--- src/rtl/dut_intf.sv ---
// Purpose : byte FIFO feeding a mod-256 summing engine, with a small cfg register file.
// Latency : a packet whose bytes are already buffered shows its result L+1 edges after len is accepted.
// Backpressure: din_rdy drops when the FIFO is full; len_rdy drops while busy, paused or holding a result.
//
// Ports:
//   CLK, RST_N (asynchronous, active-high despite the name)
//   din_*  : byte push into the FIFO            len_*  : packet length command
//   dout_* : summed result, held until popped   cfg_*  : register read/write (read data registered)
module dut_intf #(
    parameter int FIFO_DEPTH = 8
) (
    input  logic        CLK,
    input  logic        RST_N,
    input  logic [7:0]  din_value,
    input  logic        din_en,
    output logic        din_rdy,
    input  logic        dout_en,
    output logic [7:0]  dout_value,
    output logic        dout_rdy,
    input  logic [7:0]  len_value,
    input  logic        len_en,
    output logic        len_rdy,
    input  logic [7:0]  cfg_address,
    input  logic [31:0] cfg_data_in,
    input  logic        cfg_op,
    input  logic        cfg_en,
    output logic [31:0] cfg_data_out,
    output logic        cfg_rdy
);

    localparam int         AW      = (FIFO_DEPTH > 1) ? $clog2(FIFO_DEPTH) : 1;
    localparam logic [3:0] DEPTH_C = 4'(FIFO_DEPTH);

    logic [7:0]    mem_q [FIFO_DEPTH];
    logic [AW-1:0] wr_ptr_q, wr_ptr_d, rd_ptr_q, rd_ptr_d;
    logic [3:0]    cnt_q, cnt_d;
    logic          live_q;
    logic          busy_q, busy_d;
    logic [7:0]    rem_q, rem_d;
    logic [7:0]    acc_q, acc_d;
    // Finished sum waiting one edge before it is published on dout.
    logic          pend_q, pend_d;
    logic [7:0]    pend_sum_q, pend_sum_d;
    logic          dout_rdy_q, dout_rdy_d;
    logic [7:0]    dout_value_q, dout_value_d;
    logic          enable_q, enable_d;
    logic [31:0]   pkt_q, pkt_d;
    logic [31:0]   scratch_q, scratch_d;
    logic [31:0]   rdata_q, rdata_d;

    logic          cfg_wr, cfg_rd, flush, push, len_acc, eng_pop, dout_pop;
    logic [7:0]    head;
    logic [31:0]   rdata;

    // Every rdy stays low until the first edge after reset is released.
    assign din_rdy      = live_q && (cnt_q < DEPTH_C);
    assign len_rdy      = live_q && enable_q && !busy_q && !dout_rdy_q;
    assign cfg_rdy      = live_q;
    assign dout_rdy     = dout_rdy_q;
    assign dout_value   = dout_value_q;
    assign cfg_data_out = rdata_q;

    assign cfg_wr   = cfg_en && cfg_op && live_q;
    assign cfg_rd   = cfg_en && !cfg_op && live_q;
    assign flush    = cfg_wr && (cfg_address == 8'h00) && cfg_data_in[1];
    assign push     = din_en && din_rdy && !flush;
    assign len_acc  = len_en && len_rdy && !flush && (len_value != 8'd0);
    assign eng_pop  = busy_q && enable_q && (cnt_q != 4'd0);
    assign dout_pop = dout_en && dout_rdy_q;
    assign head     = mem_q[rd_ptr_q];

    always_comb begin
        rdata = 32'h0;
        case (cfg_address)
            8'h00:   rdata = {31'h0, enable_q};
            8'h01:   rdata = {16'h0, rem_q, 2'b00, dout_rdy_q, busy_q, cnt_q};
            8'h02:   rdata = pkt_q;
            8'h03:   rdata = scratch_q;
            default: rdata = 32'h0;
        endcase
    end

    always_comb begin
        wr_ptr_d     = wr_ptr_q;
        rd_ptr_d     = rd_ptr_q;
        busy_d       = busy_q;
        rem_d        = rem_q;
        acc_d        = acc_q;
        pend_d       = 1'b0;
        pend_sum_d   = pend_sum_q;
        dout_rdy_d   = dout_rdy_q;
        dout_value_d = dout_value_q;
        enable_d     = enable_q;
        pkt_d        = pkt_q;
        scratch_d    = scratch_q;
        rdata_d      = rdata_q;

        if (push) wr_ptr_d = wr_ptr_q + 1'b1;
        cnt_d = cnt_q + {3'b000, push} - {3'b000, eng_pop};

        if (eng_pop) begin
            rd_ptr_d = rd_ptr_q + 1'b1;
            acc_d    = acc_q + head;
            rem_d    = rem_q - 8'd1;
            if (rem_q == 8'd1) begin
                busy_d     = 1'b0;
                pend_d     = 1'b1;
                pend_sum_d = acc_q + head;
            end
        end

        // len_acc implies !busy, so it never collides with an engine pop.
        if (len_acc) begin
            busy_d = 1'b1;
            rem_d  = len_value;
            acc_d  = 8'd0;
        end

        if (pend_q) begin
            dout_rdy_d   = 1'b1;
            dout_value_d = pend_sum_q;
        end
        if (dout_pop) begin
            dout_rdy_d = 1'b0;
            pkt_d      = pkt_q + 32'd1;
        end

        // Register writes come after the pop so a PKT_COUNT clear wins.
        if (cfg_wr) begin
            case (cfg_address)
                8'h00:   enable_d  = cfg_data_in[0];
                8'h02:   pkt_d     = 32'h0;
                8'h03:   scratch_d = cfg_data_in;
                default: ;
            endcase
        end

        if (flush) begin
            wr_ptr_d   = '0;
            rd_ptr_d   = '0;
            cnt_d      = 4'd0;
            busy_d     = 1'b0;
            rem_d      = 8'd0;
            acc_d      = 8'd0;
            pend_d     = 1'b0;
            dout_rdy_d = 1'b0;
        end

        if (cfg_rd) rdata_d = rdata;
    end

    always_ff @(posedge CLK or posedge RST_N) begin
        if (RST_N) begin
            live_q       <= 1'b0;
            wr_ptr_q     <= '0;
            rd_ptr_q     <= '0;
            cnt_q        <= 4'd0;
            busy_q       <= 1'b0;
            rem_q        <= 8'd0;
            acc_q        <= 8'd0;
            pend_q       <= 1'b0;
            pend_sum_q   <= 8'd0;
            dout_rdy_q   <= 1'b0;
            dout_value_q <= 8'd0;
            enable_q     <= 1'b1;
            pkt_q        <= 32'h0;
            scratch_q    <= 32'h0;
            rdata_q      <= 32'h0;
        end else begin
            live_q       <= 1'b1;
            wr_ptr_q     <= wr_ptr_d;
            rd_ptr_q     <= rd_ptr_d;
            cnt_q        <= cnt_d;
            busy_q       <= busy_d;
            rem_q        <= rem_d;
            acc_q        <= acc_d;
            pend_q       <= pend_d;
            pend_sum_q   <= pend_sum_d;
            dout_rdy_q   <= dout_rdy_d;
            dout_value_q <= dout_value_d;
            enable_q     <= enable_d;
            pkt_q        <= pkt_d;
            scratch_q    <= scratch_d;
            rdata_q      <= rdata_d;
        end
    end

    // Storage needs no reset; the pointers and count define what is valid.
    always_ff @(posedge CLK) begin
        if (push) mem_q[wr_ptr_q] <= din_value;
    end

endmodule

--- config.mk ---
export PLATFORM = sky130hd
export DESIGN_NAME = dut_intf
export DESIGN_NICKNAME = d
export VERILOG_FILES = /design/src/rtl/dut_intf.sv
export SDC_FILE = /design/constraint.sdc
export NUM_CORES = 1
export LEC_CHECK = 0
export ABC_AREA = 1
export BUFFER_PORTS_ARGS = -buffer_cell sky130_fd_sc_hd__buf_2
export CAP_MARGIN = 20
export CORE_MARGIN = 8
export CORE_UTILIZATION = 38
export DETAILED_ROUTE_END_ITERATION = 6
export HOLD_SLACK_MARGIN = 0.02
export PLACE_DENSITY = 0.67
export SYNTH_ARGS = -nofsm -noshare
export SYNTH_HDL_FRONTEND = slang
export SYNTH_SLANG_ARGS = --single-unit
export TNS_END_PERCENT = 20
--- constraint.sdc ---
create_clock -name CLK -period 4.74 [get_ports CLK]
set_clock_uncertainty 0.1 [all_clocks]
set_input_delay 0.237 -clock CLK [delete_from_list [all_inputs] [get_ports CLK]]
set_output_delay 0.237 -clock CLK [all_outputs]
set_load 0.005 [all_outputs]
==> results.sh <==
export IMPL_cts_buffers=22
export IMPL_drtAntennaViolNets=0
export IMPL_crit_path_end_kind="flop"
export IMPL_wl_per_cell_um=15.0
export IMPL_multi_input_area_mm2=0.00396
export IMPL_critical_path_arrival_ps=3890
export IMPL_syn_inst=1187
export IMPL_crit_type="flop to flop"
export IMPL_cts_sinks=207
export IMPL_ctsHoldBuffers=47
export IMPL_final_cell_mix="426 x nand2_1, 142 x dfrtp_1, 123 x nor2_1"
export IMPL_cts_tree="done"
export IMPL_relSlewSlack_pct=31.0
export IMPL_grt_pass1_wl_um=40900
export IMPL_critPathMaxFanout=34
export IMPL_avgSynthCellArea_um2=8.38
export IMPL_synth_warnings=0
export IMPL_ys_types=36
export IMPL_postCtsSetupBuffers=0
export IMPL_rows=59
export IMPL_start_util_pct=38.4
export IMPL_mostFrequentLayoutCell="nand2_1"
export IMPL_yosysSeqAreaShare_pct=55.3
export IMPL_nFillCells=2494
export IMPL_grt_use_total_pct=15.9
export IMPL_post_place_ws_ps=1230
export IMPL_slew_viol_final=0
export IMPL_drive_gt1_share_pct=12.4
export IMPL_drv_cap=0
export IMPL_crit_path_start_kind="flop"
export IMPL_dieHeight_um=178
export IMPL_status="finished, final reports clean"
export IMPL_nNetsFinal=1414
export IMPL_vias=8234
export IMPL_grt_pass1_vias=7965
export IMPL_postLayoutCellArea_mm2=0.0120
export IMPL_coreArea_mm2=0.0259
export IMPL_clock_latency_ps=500
export IMPL_drt_iter0_markers=853
export IMPL_synth_cell_area_mm2=0.00994
export IMPL_pwr_density_cell_mw_per_mm2=409
export IMPL_min_path_type="input port to flop"
export IMPL_worst_r2r_path_depth=11
export IMPL_vdd_drop_max_v=0.000231
export IMPL_area_growth_pct=20.2
export IMPL_critical_path_required_ps=5050
export IMPL_h_tree_depth=1
export IMPL_ys_ff_latch=207
export IMPL_place_gp_congestion=0.907
export IMPL_hold_viol_final=0
export IMPL_p_leak_nw=5.74
export IMPL_post_route_min_period_ps=3580
export IMPL_cts_root_buf="clkbuf_16"
export IMPL_global_route_usage_met3_pct=2.85
export IMPL_grt_max_degree=66
export IMPL_gr_max_usage_layer="met2"
export IMPL_period_share_pct=75.5
export IMPL_cts_resized=0
export IMPL_dpl_cell_area_mm2=0.0108
export IMPL_tightest_slew_ps=1030
export IMPL_port_buffer_count=106
export IMPL_timing_hold_ws_ps=43.6
export IMPL_setup_violations=0
export IMPL_clockBufferDepth=3
export IMPL_grtUsageMet2_pct=24.3
export IMPL_setup_ws_ps=1160
export IMPL_die_area_mm2=0.0316
export IMPL_regArea_mm2=0.00550
export IMPL_hold_path_depth=5
export IMPL_dpl_hpwl_um=17600
export IMPL_grt_remaining_overflow=0
export IMPL_rsz0062_at_grt="false"
export IMPL_viasPerCell=4.89
export IMPL_routed_wl_um=25200
export IMPL_syn_nets=1269
export IMPL_max_freq_mhz=280
export IMPL_use_met1_pct=22.4
export IMPL_pin_count=107
export IMPL_die_w_um=178
export IMPL_finalSetupTns_ps=0
export IMPL_drc_errors=0
export IMPL_cts_clk_slew_worst_paths_ps=60
export IMPL_grt_antenna_before_repair=3
export IMPL_dr_pass1_iters=6
[cell usage after synthesis]
library cell / count / area share (%)
o22ai_1: 14 / 0.88
nand3_1: 104 / 5.2
nor2_1: 123 / 4.6
a21oi_1: 19 / 0.96
nor2_2: 6 / 0.38
o21a_1: 1 / 0.076
nand3b_1: 2 / 0.15
or2_0: 2 / 0.13
or3b_2: 1 / 0.088
fa_1: 2 / 0.40
o21ai_1: 2 / 0.10
nor3_4: 1 / 0.16
clkbuf_1: 30 / 1.1
and2_1: 1 / 0.063
inv_2: 3 / 0.11
or2_2: 4 / 0.25
nand2_1: 426 / 16
o211ai_1: 2 / 0.15
conb_1: 1 / 0.038
ha_1: 17 / 2.1
o21bai_1: 1 / 0.076
buf_2: 10 / 0.50
xor2_1: 21 / 1.8
inv_1: 82 / 3.1
dfstp_2: 1 / 0.26
clkinv_1: 2 / 0.076
a31oi_2: 1 / 0.13
nor4_4: 1 / 0.21
dfrtp_1: 142 / 36
xnor2_1: 8 / 0.70
o21ai_0: 68 / 3.4
nand4_1: 7 / 0.44
edfxtp_1: 64 / 19
nor2_4: 1 / 0.11
a31oi_1: 3 / 0.19
nor3_1: 14 / 0.70
[logic make-up after synthesis]
group / synth area share [%]
adders and majority gates: 2.54
DFF: 55.3
other: 0.0377
AOI/OAI and AO/OA: 5.98
and+or+nand+nor: 28.6
xor gates and xnor gates: 2.55
buffers and inverters: 4.92
[routing by layer]
layer / vias to the layer above / wire length [um]
met4: 4 / 599
met3: 47 / 1730
met1: 3811 / 11900
met2: 247 / 11000
li1: 4125 / -
met5: - / 21
[cell type report]
type	count	share of cell area (%)
diodes	1	0.0209
inverters	87	2.77
clock buffers	32	5.27
multi-input cells	853	33.1
well taps	335	3.51
flip-flops and latches	207	46.0
clock inverters	7	0.398
repair buffers	161	8.88
[metrics by stage]
| step | power (W) | instances | util (%) |
|---|---|---|---|
| floorplan | 0.00299 | 1187 | - |
| global placement | 0.00323 | 1596 | 41.7 |
| detailed placement | 0.00327 | 1596 | 41.7 |
| CTS | 0.00493 | 1682 | 46.1 |
| global route | 0.00520 | 1683 | 46.1 |
| finish | 0.00489 | 1683 | 46.1 |
[worst max-delay path: stages (launching register included)]
cell and delay, ps:
dfrtp_1 940, inv_1 680, o21ai_0 350, o22ai_1 100, nand2_1 60, nand2_1 60
ha_1 210, fa_1 430, nand4_1 120, nand3_1 90, xor2_1 150, o21ai_0 170
[where the power goes]
part / internal (W) / switching, W
logic: 0.000450 / 0.000676
clock network: 0.000925 / 0.000688
registers: 0.00199 / 0.000165
[worst paths after layout]
check	start	to	slack, ps
max in group asynchronous	RST_N	scratch_q[25]$_DFFE_PP0P_	3280
min reg2reg	dout_value[6]$_DFFE_PP0P_	dout_value[6]$_DFFE_PP0P_	360
min	len_value[7]	rem_q[7]$_DFFE_PP0P_	40
min in group asynchronous	RST_N	pend_sum_q[1]$_DFFE_PP0P_	270
max reg2reg	rd_ptr_q[0]$_DFFE_PP0P_	pend_sum_q[6]$_DFFE_PP0P_	1160
max	rd_ptr_q[0]$_DFFE_PP0P_	pend_sum_q[6]$_DFFE_PP0P_	1160
[sequential cells by signal (all words and copies together), names as in the netlist, 8 cells and up]
| signal | count |
|---|---|
| rem_q | 8 |
| cfg_data_out | 32 |
| pkt_q | 32 |
| acc_q | 8 |
| scratch_q | 32 |
| pend_sum_q | 8 |
| dout_value | 8 |
| mem_q | 64 |
No activity file was read; power rests on OpenSTA's default activity.
